==> config.mk <==
export PLATFORM = sky130hd
export DESIGN_NAME = pixel_point_processor_flat
export DESIGN_NICKNAME = d
export VERILOG_FILES = /design/src/rtl/pixel_point_processor_if.sv /design/src/rtl/pixel_point_processor.sv /design/src/flat_wrapper.sv
export SDC_FILE = /design/constraint.sdc
export NUM_CORES = 1
export LEC_CHECK = 0
export CAP_MARGIN = 40
export CELL_PAD_IN_SITES_DETAIL_PLACEMENT = 0
export CELL_PAD_IN_SITES_GLOBAL_PLACEMENT = 1
export CORE_UTILIZATION = 43
export CTS_BUF_LIST = sky130_fd_sc_hd__clkbuf_4
export DETAILED_ROUTE_END_ITERATION = 12
export PLACE_DENSITY_LB_ADDON = 0.3
export REMOVE_ABC_BUFFERS = 1
export SLEW_MARGIN = 20
export SYNTH_ARGS = -nofsm -noshare
export SYNTH_HDL_FRONTEND = slang
export SYNTH_SLANG_ARGS = --single-unit
==> constraint.sdc <==
create_clock -name clk -period 2.82 [get_ports clk]
set_input_delay 0.423 -clock clk [delete_from_list [all_inputs] [get_ports clk]]
set_output_delay 0.423 -clock clk [all_outputs]
set_load 0.03 [all_outputs]
==> src/rtl/pixel_point_processor_if.sv <==
// Stream bundle for the pixel point processor.
//
// Handshake: a beat transfers on a rising clock edge when both the valid
// (in_vld / out_vld) and ready (in_rdy / out_rdy) of that direction are high.
// A producer holding valid high keeps its data/last stable until the transfer
// happens; ready may change freely and may depend combinationally on the
// other side's ready.
//
// Signals:
//   in_vld, in_last, data_in : upstream beat into the processor
//   in_rdy                   : processor can take a beat this cycle
//   data_out, out_vld, out_last : processed beat towards the packer
//   out_rdy                  : packer accepts the beat
//
// Modports:
//   slave  : processor view
//   master : environment view (unpacker side plus packer side)
interface pixel_point_processor_if #(
    parameter int DATA_WIDTH = 32
);
    logic                  in_vld;
    logic                  in_rdy;
    logic                  in_last;
    logic [DATA_WIDTH-1:0] data_in;
    logic [DATA_WIDTH-1:0] data_out;
    logic                  out_vld;
    logic                  out_rdy;
    logic                  out_last;

    modport slave (
        input  in_vld, in_last, data_in, out_rdy,
        output in_rdy, data_out, out_vld, out_last
    );

    modport master (
        output in_vld, in_last, data_in, out_rdy,
        input  in_rdy, data_out, out_vld, out_last
    );
endinterface

==> src/rtl/pixel_point_processor.sv <==
// Pipelined per-pixel point processor.
//
// Every lane of a packed beat gets the same per-frame operation:
//   mode 0 bypass, 1 threshold, 2 signed saturating brightness, 3 invert.
// mode/proc_val are captured on the first beat of a frame and travel with
// each beat, so consecutive frames may use different operations with no gap.
//
// Ports:
//   clk, rst_n   : clock, synchronous active-low reset
//   mode         : operation select, sampled at frame start
//   proc_val     : threshold level or brightness offset, sampled at frame start
//   bus          : stream bundle (slave modport), see pixel_point_processor_if
//   done         : one-cycle pulse the cycle after the last output beat is taken
//   frame_beats  : beat count of the last completed frame (saturating)
//   state_dbg    : frame FSM state (0 IDLE, 1 RUN)
module pixel_point_processor #(
    parameter int DATA_WIDTH = 32,
    parameter int COLOR_SIZE = 8
) (
    input  logic                  clk,
    input  logic                  rst_n,
    input  logic [1:0]            mode,
    input  logic [COLOR_SIZE-1:0] proc_val,
    pixel_point_processor_if.slave bus,
    output logic                  done,
    output logic [15:0]           frame_beats,
    output logic                  state_dbg
);
    localparam int LANES = DATA_WIDTH / COLOR_SIZE;

    typedef enum logic {IDLE = 1'b0, RUN = 1'b1} state_t;

    state_t                  state, state_next;
    logic [1:0]              cfg_mode;
    logic [COLOR_SIZE-1:0]   cfg_val;
    logic [1:0]              beat_mode;
    logic [COLOR_SIZE-1:0]   beat_val;

    logic                    s1_vld, s1_last;
    logic [DATA_WIDTH-1:0]   s1_data;
    logic [1:0]              s1_mode;
    logic [COLOR_SIZE-1:0]   s1_val;

    logic                    s2_vld, s2_last;
    logic [DATA_WIDTH-1:0]   s2_data;

    logic                    s1_load, s2_load, in_acc, out_acc;
    logic [DATA_WIDTH-1:0]   proc_data;
    logic [COLOR_SIZE-1:0]   lane_p;
    logic [COLOR_SIZE+1:0]   lane_sum;
    logic [15:0]             beat_cnt;

    // No skid buffer: in_rdy follows out_rdy combinationally through s2_load.
    assign s2_load      = !s2_vld || bus.out_rdy;
    assign s1_load      = !s1_vld || s2_load;
    assign bus.in_rdy   = rst_n && s1_load;
    assign in_acc       = bus.in_vld && bus.in_rdy;
    assign out_acc      = s2_vld && bus.out_rdy;

    assign bus.out_vld  = s2_vld;
    assign bus.out_last = s2_last;
    assign bus.data_out = s2_data;
    assign state_dbg    = (state == RUN);

    // Frame FSM; the first beat of a frame uses the live mode/proc_val,
    // later beats use the copy latched at frame start.
    always_comb begin
        state_next = state;
        beat_mode  = cfg_mode;
        beat_val   = cfg_val;
        case (state)
            IDLE: begin
                beat_mode = mode;
                beat_val  = proc_val;
                if (in_acc && !bus.in_last) begin
                    state_next = RUN;
                end
            end
            RUN: begin
                if (in_acc && bus.in_last) begin
                    state_next = IDLE;
                end
            end
            default: state_next = IDLE;
        endcase
    end

    // Lane arithmetic on the S1 beat. Brightness works in COLOR_SIZE+2 bits:
    // the top bit flags a negative sum, the next one an overflow past MAX.
    always_comb begin
        proc_data = '0;
        lane_p    = '0;
        lane_sum  = '0;
        for (int i = 0; i < LANES; i++) begin
            lane_p   = s1_data[i*COLOR_SIZE +: COLOR_SIZE];
            lane_sum = {2'b00, lane_p} + {{2{s1_val[COLOR_SIZE-1]}}, s1_val};
            case (s1_mode)
                2'd0: proc_data[i*COLOR_SIZE +: COLOR_SIZE] = lane_p;
                2'd1: proc_data[i*COLOR_SIZE +: COLOR_SIZE] =
                          (lane_p >= s1_val) ? {COLOR_SIZE{1'b1}} : {COLOR_SIZE{1'b0}};
                2'd2: begin
                    if (lane_sum[COLOR_SIZE+1]) begin
                        proc_data[i*COLOR_SIZE +: COLOR_SIZE] = {COLOR_SIZE{1'b0}};
                    end else if (lane_sum[COLOR_SIZE]) begin
                        proc_data[i*COLOR_SIZE +: COLOR_SIZE] = {COLOR_SIZE{1'b1}};
                    end else begin
                        proc_data[i*COLOR_SIZE +: COLOR_SIZE] = lane_sum[COLOR_SIZE-1:0];
                    end
                end
                default: proc_data[i*COLOR_SIZE +: COLOR_SIZE] = ~lane_p;
            endcase
        end
    end

    always_ff @(posedge clk) begin
        if (!rst_n) begin
            state       <= IDLE;
            cfg_mode    <= '0;
            cfg_val     <= '0;
            s1_vld      <= 1'b0;
            s1_last     <= 1'b0;
            s1_data     <= '0;
            s1_mode     <= '0;
            s1_val      <= '0;
            s2_vld      <= 1'b0;
            s2_last     <= 1'b0;
            s2_data     <= '0;
            beat_cnt    <= '0;
            frame_beats <= '0;
            done        <= 1'b0;
        end else begin
            state <= state_next;
            if (in_acc && state == IDLE) begin
                cfg_mode <= mode;
                cfg_val  <= proc_val;
            end

            if (s1_load) begin
                s1_vld  <= in_acc;
                s1_last <= bus.in_last;
                s1_data <= bus.data_in;
                s1_mode <= beat_mode;
                s1_val  <= beat_val;
            end

            if (s2_load) begin
                s2_vld  <= s1_vld;
                s2_last <= s1_vld && s1_last;
                if (s1_vld) begin
                    s2_data <= proc_data;
                end
            end

            done <= out_acc && s2_last;
            if (out_acc) begin
                if (s2_last) begin
                    frame_beats <= (beat_cnt == 16'hFFFF) ? 16'hFFFF : beat_cnt + 16'd1;
                    beat_cnt    <= '0;
                end else if (beat_cnt != 16'hFFFF) begin
                    beat_cnt <= beat_cnt + 16'd1;
                end
            end
        end
    end
endmodule
==> src/flat_wrapper.sv <==
// flat-port wrapper written by rule: the top's interface ports become plain ports
module pixel_point_processor_flat 
#(
    parameter int DATA_WIDTH = 32,
    parameter int COLOR_SIZE = 8
)
  (clk, rst_n, mode, proc_val, done, frame_beats, state_dbg, bus_in_vld, bus_in_last, bus_data_in, bus_out_rdy, bus_in_rdy, bus_data_out, bus_out_vld, bus_out_last);
  pixel_point_processor_if #(.DATA_WIDTH(DATA_WIDTH)) bus_i ();
  input  logic clk;
  input  logic rst_n;
  input  logic [1:0] mode;
  input  logic [COLOR_SIZE-1:0] proc_val;
  output logic done;
  output logic [15:0] frame_beats;
  output logic state_dbg;
  input wire logic [$bits(bus_i.in_vld)-1:0] bus_in_vld;
  input wire logic [$bits(bus_i.in_last)-1:0] bus_in_last;
  input wire logic [$bits(bus_i.data_in)-1:0] bus_data_in;
  input wire logic [$bits(bus_i.out_rdy)-1:0] bus_out_rdy;
  output wire logic [$bits(bus_i.in_rdy)-1:0] bus_in_rdy;
  output wire logic [$bits(bus_i.data_out)-1:0] bus_data_out;
  output wire logic [$bits(bus_i.out_vld)-1:0] bus_out_vld;
  output wire logic [$bits(bus_i.out_last)-1:0] bus_out_last;
  assign bus_i.in_vld = bus_in_vld;
  assign bus_i.in_last = bus_in_last;
  assign bus_i.data_in = bus_data_in;
  assign bus_i.out_rdy = bus_out_rdy;
  assign bus_in_rdy = bus_i.in_rdy;
  assign bus_data_out = bus_i.data_out;
  assign bus_out_vld = bus_i.out_vld;
  assign bus_out_last = bus_i.out_last;
  pixel_point_processor #(.DATA_WIDTH(DATA_WIDTH), .COLOR_SIZE(COLOR_SIZE)) u_core (.clk(clk), .rst_n(rst_n), .mode(mode), .proc_val(proc_val), .bus(bus_i), .done(done), .frame_beats(frame_beats), .state_dbg(state_dbg));
endmodule
Word-level counts from Yosys, hierarchy flattened
Cells that the tools add are included.

$add $sub $neg: 5. Order comparisons: 4. Equality and inequality tests: 4. Multiplexer cells: 24. Bitwise operators: 5. Reductions and logical operators: 18.

Operator list (count): $mux 8 (13); $pmux 8 s3 (4); $mux 16 (3); $add 9x8->10 (4); $ge 8x8->1 (4); $not 8->8 (4); $add 16x1->16 const B (1); $eq 16x16->1 const B (1); $ne 16x16->1 const B (1); $logic_and 1x1->1 (8); $reduce_and 2->1 (3); $logic_not 1->1 (3); $eq 2x1->1 const B (1); $eq 2x2->1 const B (1); $logic_not 2->1 (1); $logic_or 1x1->1 (2); $mux 1 (2); $mux 2 (1); $pmux 1 s2 (1); $reduce_bool 2->1 (1); $not 1->1 (1).

Bits in registers: 122. Input port bits: 47. Output and inout port bits: 53. Word-level logic and storage cells: 74.

Longest topological paths before layout
Word-level depth: 8. Mapped depth: 10. Gate-level depth less buffers: 9.

Worst setup path before layout
Ideal clock, no wire load.

Path kind: register -> register. From: register u_core.s1_val[0]. To: register u_core.s2_data[28], in the netlist u_core.bus.data_out[28]. Setup time: 0.132 ns. Arrival: 2.360 ns. Required time: 2.688 ns. Path slack: 0.328 ns. Stages on the path, launching flop included: 10. Path buffers: 0. Clock period less this slack: 2.492 ns. Path through: dfxtp_1 > ha_1 > fa_1 > nor2b_1 > o21ai_1 > a2111oi_2 > a2111oi_4 > nand2_1 > a221oi_1 > nor3_1.

Cells in the longest elaborated chain, start to end: 4. Elaborated cells between the ends (all ways): 6. Those cells by class: 1 x add/sub; 1 x order compare; 4 x mux.

RTL lines: from (decl) (line pixel_point_processor.sv:42) `logic [COLOR_SIZE-1:0] s1_val;`; from (signal assigned) (line pixel_point_processor.sv:143) `s1_val <= beat_val;`; $add 9x8->10 (line pixel_point_processor.sv:96) `lane_sum = {2'b00, lane_p} + {{2{s1_val[COLOR_SIZE-1]}}, s1_val};`; $mux 8 (line pixel_point_processor.sv:104) `end else if (lane_sum[COLOR_SIZE]) begin`; $mux 8 (line pixel_point_processor.sv:102) `if (lane_sum[COLOR_SIZE+1]) begin`; $pmux 8 s3 (*) (line pixel_point_processor.sv:97) `case (s1_mode)`; to (signal assigned) (line pixel_point_processor.sv:150) `s2_data <= proc_data;`; to (decl) (line pixel_point_processor.sv:45) `logic [DATA_WIDTH-1:0] s2_data;`.

Every way passes the cells marked *; elsewhere a longest branch is shown, timed or not. A chain may end at the register's enable or synchronous reset.

Final worst setup path
From: register u_core.s1_val[0]. To: register u_core.s2_data[4], in the netlist u_core.bus.data_out[4].

Same word-level chain as after synthesis.

==> run_results.csv <==
group,metric,value,unit
clocking,max-clock-path-buffers,2,
yosys,synthesis.instances,975,
clocking,tritoncts_num_sinks,122,
sta,final_hold_viol_count,0,
place,port_buffers,99,
yosys,average_cell_area_after_synthesis,8.033,um^2
sta,finalClockSkew,0.01890,ns
place,placement.setup.worst_slack,0.1228,ns
clocking,post-cts-setup-buffer-count,0,
yosys,post_synth_design_cell_area,7833,um^2
sta,max_freq,0.3775,GHz
floorplan,core_region_area,17540,um^2
clocking,cts_root_buf,"sky130_fd_sc_hd__clkbuf_4",
cells_and_area,num-fill-cells,1704,
detailed_routing,detail_route.first_pass.iterations,6,
clocking,tritoncts_clock_tree,"yes",
critical_path,cp-end-kind,"flop",
sta,final_min_period_over_clock_period,93.95,%
hold_path,hold_path.startpoint,"bus_data_in[29]",
clocking,numCtsBuffers,17,
grt,grt_pass1_vias,6881,
detailed_routing,antenna_left,0,
sta,number_of_setup_violations_in_the_final_report,0,
flow_run,max-cap-violations,0,
critical_path,criticalPathCategory,"reg2reg",
critical_path,worstSetupStartpointType,"flop",
hold_path,timing.hold.worst.class,"in2reg",
cells_and_area,total_area_of_sequential_cells,2442,um^2
place,place_congestion,0.9182,
power_and_ir_drop,total_power,4.251,mW
detailed_routing,route.detailed.vias_per_inst,5.632,
detailed_routing,first_iter_violations,523,
sta,final.setup.tns,0,ns
sta,rsz0062_at_grt,"false",
floorplan,die-height,137.0,um
clocking,clk_pin_slew_worst_paths,0.12,ns
floorplan,die_x,137.0,um
critical_path,timing.critical_path.arrival,3.11,ns
cells_and_area,multiInputGateArea,5049,um^2
critical_path,rr_startpoint,"u_core.s1_val[0]",
detailed_routing,postRouteWirelength,23090,um
power_and_ir_drop,power_per_unit_of_standard_cell_area,445.8,nW/um^2
grt,globalRoute.totalOverflow,0,
detailed_routing,routed-via-count,7428,
critical_path,flop_to_flop_setup_slack,0.17,ns
cells_and_area,finish.net_count,1201,
floorplan,io_pins,100,
detailed_routing,drcViolationCount,0,
yosys,synthFlopType,"sky130_fd_sc_hd__dfxtp_1",
yosys,synth_seq_cells,122,
sta,setup_ws_post_layout,0.1707,ns
cells_and_area,design_area,9537,um^2
yosys,ys_async_sr_fraction,0,%
critical_path,cp_data_required_time,3.28,ns
sta,worst_hold_slack,0.4112,ns
detailed_routing,wl_per_cell,17.51,um
hold_path,hold_path_depth,3,
outcome,outcome,"completed",
clocking,post_cts_resize_count,0,
clocking,postCtsHoldBufs,0,
critical_path,timing.critical_path.fanout_max,6,
clocking,clock_tree.htree_level_count,4,
yosys,synth_cell_type_count,70,
critical_path,ff2ff_path_depth,10,
floorplan,start_util,44.66,%
yosys,synth-edff-count,0,
grt,grt_antenna_before_repair,1,
power_and_ir_drop,vdd.ir_drop.worst,235.0,uV
grt,grt_first_pass_wirelength,36100,um
grt,grt_max_degree,45,
floorplan,num_rows,48,
grt,globalRouteTotalUtil,25.04,%
place,placedInstanceArea,9214,um^2
hold_path,min_to,"u_core.s1_data[29]",
place,dp_hpwl,16850,um
sta,timing.final.crit_period,2.649,ns
clocking,clock_latency,0.56,ns
sta,worst-slew-pin-transition,0.6267,ns
yosys,yosys_warnings,0,
power_and_ir_drop,static-leakage-power,3.921,nW
sta,slew_viol_final,0,
yosys,synth_seq_area_share,31.18,%
cells_and_area,layout-drive-gt1-share,9.058,%
floorplan,dieArea,18760,um^2
sta,normalized_max_slew_margin,57.90,%
critical_path,worstReg2RegEnd,"u_core.bus.data_out[4]",
cells_and_area,area.growth.synth_to_final,21.76,%
[stage by stage]
stage	std cells	utilization, %
after global placement	1287	52.54
after CTS	1318	54.27
after floorplan	920	-
after detailed placement	1287	52.54
after global routing	1319	54.38
final	1319	54.38
[flip-flops by register name, summed over array words and instances (netlist names), 2 cells and up, named ones only]
name,count
u_core.cfg_val,8
u_core.s1_mode,2
u_core.beat_cnt,16
u_core.frame_beats,16
u_core.s1_data,32
u_core.bus.data_out,32
u_core.s1_val,8
u_core.cfg_mode,2
[power breakdown]
part | internal (mW) | total, mW | switching, mW
clock | 0.715 | 1.39 | 0.677
sequential | 1.79 | 1.88 | 0.0836
combinational | 0.422 | 0.981 | 0.559
total | 2.93 | 4.25 | 1.32
[worst max-delay path by stage]
stage                          start                       to  slack, ns  cells past startpoint
global route        u_core.s1_val[1]   u_core.bus.data_out[4]       0.02                      9
global placement    u_core.s1_val[0]  u_core.bus.data_out[28]       0.26                     10
finish              u_core.s1_val[0]   u_core.bus.data_out[4]       0.17                     10
floorplan           u_core.s1_val[7]  u_core.bus.data_out[28]       0.07                      9
detailed placement  u_core.s1_val[0]   u_core.bus.data_out[4]       0.12                     10
CTS                 u_core.s1_val[0]   u_core.bus.data_out[4]       0.07                     10
[placed cells by master (no fill, tap or decap), types with 5 or more instances in the layout]
| cell type | n |
|---|---|
| sky130_fd_sc_hd__nand3_1 | 28 |
| sky130_fd_sc_hd__buf_4 | 43 |
| sky130_fd_sc_hd__nor3_1 | 25 |
| sky130_fd_sc_hd__nand2b_1 | 7 |
| sky130_fd_sc_hd__clkinv_2 | 5 |
| sky130_fd_sc_hd__o21ai_0 | 47 |
| sky130_fd_sc_hd__clkbuf_4 | 20 |
| sky130_fd_sc_hd__ha_1 | 69 |
| sky130_fd_sc_hd__nor2_1 | 96 |
| sky130_fd_sc_hd__a31oi_1 | 16 |
| sky130_fd_sc_hd__a221oi_1 | 9 |
| sky130_fd_sc_hd__xnor2_1 | 28 |
| sky130_fd_sc_hd__o211ai_1 | 17 |
| sky130_fd_sc_hd__nor2b_1 | 16 |
| sky130_fd_sc_hd__xor2_1 | 9 |
| sky130_fd_sc_hd__o21bai_1 | 7 |
| sky130_fd_sc_hd__a211oi_1 | 14 |
| sky130_fd_sc_hd__clkdlybuf4s50_1 | 98 |
| sky130_fd_sc_hd__a21oi_1 | 127 |
| sky130_fd_sc_hd__dfxtp_1 | 122 |
| sky130_fd_sc_hd__mux2i_1 | 30 |
| sky130_fd_sc_hd__a22oi_1 | 12 |
| sky130_fd_sc_hd__nand3b_1 | 5 |
| sky130_fd_sc_hd__nand2_1 | 103 |
| sky130_fd_sc_hd__a21o_1 | 7 |
| sky130_fd_sc_hd__a311oi_1 | 7 |
| sky130_fd_sc_hd__inv_1 | 34 |
[area by class of cell]
| cell class | count | area share [%] |
|---|---|---|
| clock inverter | 11 | 1.601 |
| timing repair buffer | 142 | 13.88 |
| clock buffer | 20 | 1.574 |
| antenna | 1 | 0.02624 |
| sequential | 122 | 25.61 |
| multi-input combinational | 762 | 52.94 |
| inverter | 36 | 1.417 |
| tap | 225 | 2.952 |
[synthesized netlist by cell type, types with 9 or more instances]
master	number	area share, %
sky130_fd_sc_hd__a21oi_1	127	8.1
sky130_fd_sc_hd__a22oi_1	12	1.2
sky130_fd_sc_hd__dfxtp_1	122	31
sky130_fd_sc_hd__a211oi_1	14	1.3
sky130_fd_sc_hd__nor2_1	96	4.6
sky130_fd_sc_hd__nand3_1	28	1.8
sky130_fd_sc_hd__nor3_1	25	1.6
sky130_fd_sc_hd__a31oi_1	16	1.3
sky130_fd_sc_hd__xnor2_1	29	3.2
sky130_fd_sc_hd__inv_1	35	1.7
sky130_fd_sc_hd__a221oi_1	9	1.0
sky130_fd_sc_hd__ha_1	69	11
sky130_fd_sc_hd__o21ai_0	47	3.0
sky130_fd_sc_hd__nor2b_1	16	1.3
sky130_fd_sc_hd__xor2_1	9	1.0
sky130_fd_sc_hd__nand2_1	104	5.0
sky130_fd_sc_hd__clkbuf_1	47	2.3
sky130_fd_sc_hd__o211ai_1	17	1.6
sky130_fd_sc_hd__mux2i_1	30	3.8
[cells by family (layout without fill, tap and decap cells)]
family          count (synthesis)  count (layout)  synth area share [%]
flops                         122             122                 31.18
fa+ha+maj                      73              73                 12.04
other cells                     0               1                     0
compound gates                307             307                 25.51
simple gates                  313             313                 18.35
xor+xnor                       39              39                 4.457
mux                            30              30                 3.834
buf+inv                        91             209                 4.617
[layer usage]
layer | up-vias | track usage, % | wire length, um
met5 | - | 0 | 0
met4 | 0 | 7.692 | 319
li1 | 3720 | - | -
met3 | 26 | 4.370 | 1109
met1 | 3483 | 36.22 | 11590
met2 | 199 | 37.43 | 10070
[worst max-delay path: stages (launching register included)]
cell,delay [ns]
sky130_fd_sc_hd__dfxtp_1,0.41
sky130_fd_sc_hd__buf_4,0.19
sky130_fd_sc_hd__ha_1,0.22
sky130_fd_sc_hd__fa_1,0.40
sky130_fd_sc_hd__nor2b_1,0.16
sky130_fd_sc_hd__o21ai_0,0.20
sky130_fd_sc_hd__a21oi_1,0.13
sky130_fd_sc_hd__o22ai_2,0.22
sky130_fd_sc_hd__xnor2_2,0.18
sky130_fd_sc_hd__o21ai_0,0.16
sky130_fd_sc_hd__a311oi_1,0.29
Power figures use the tool's default switching activity.
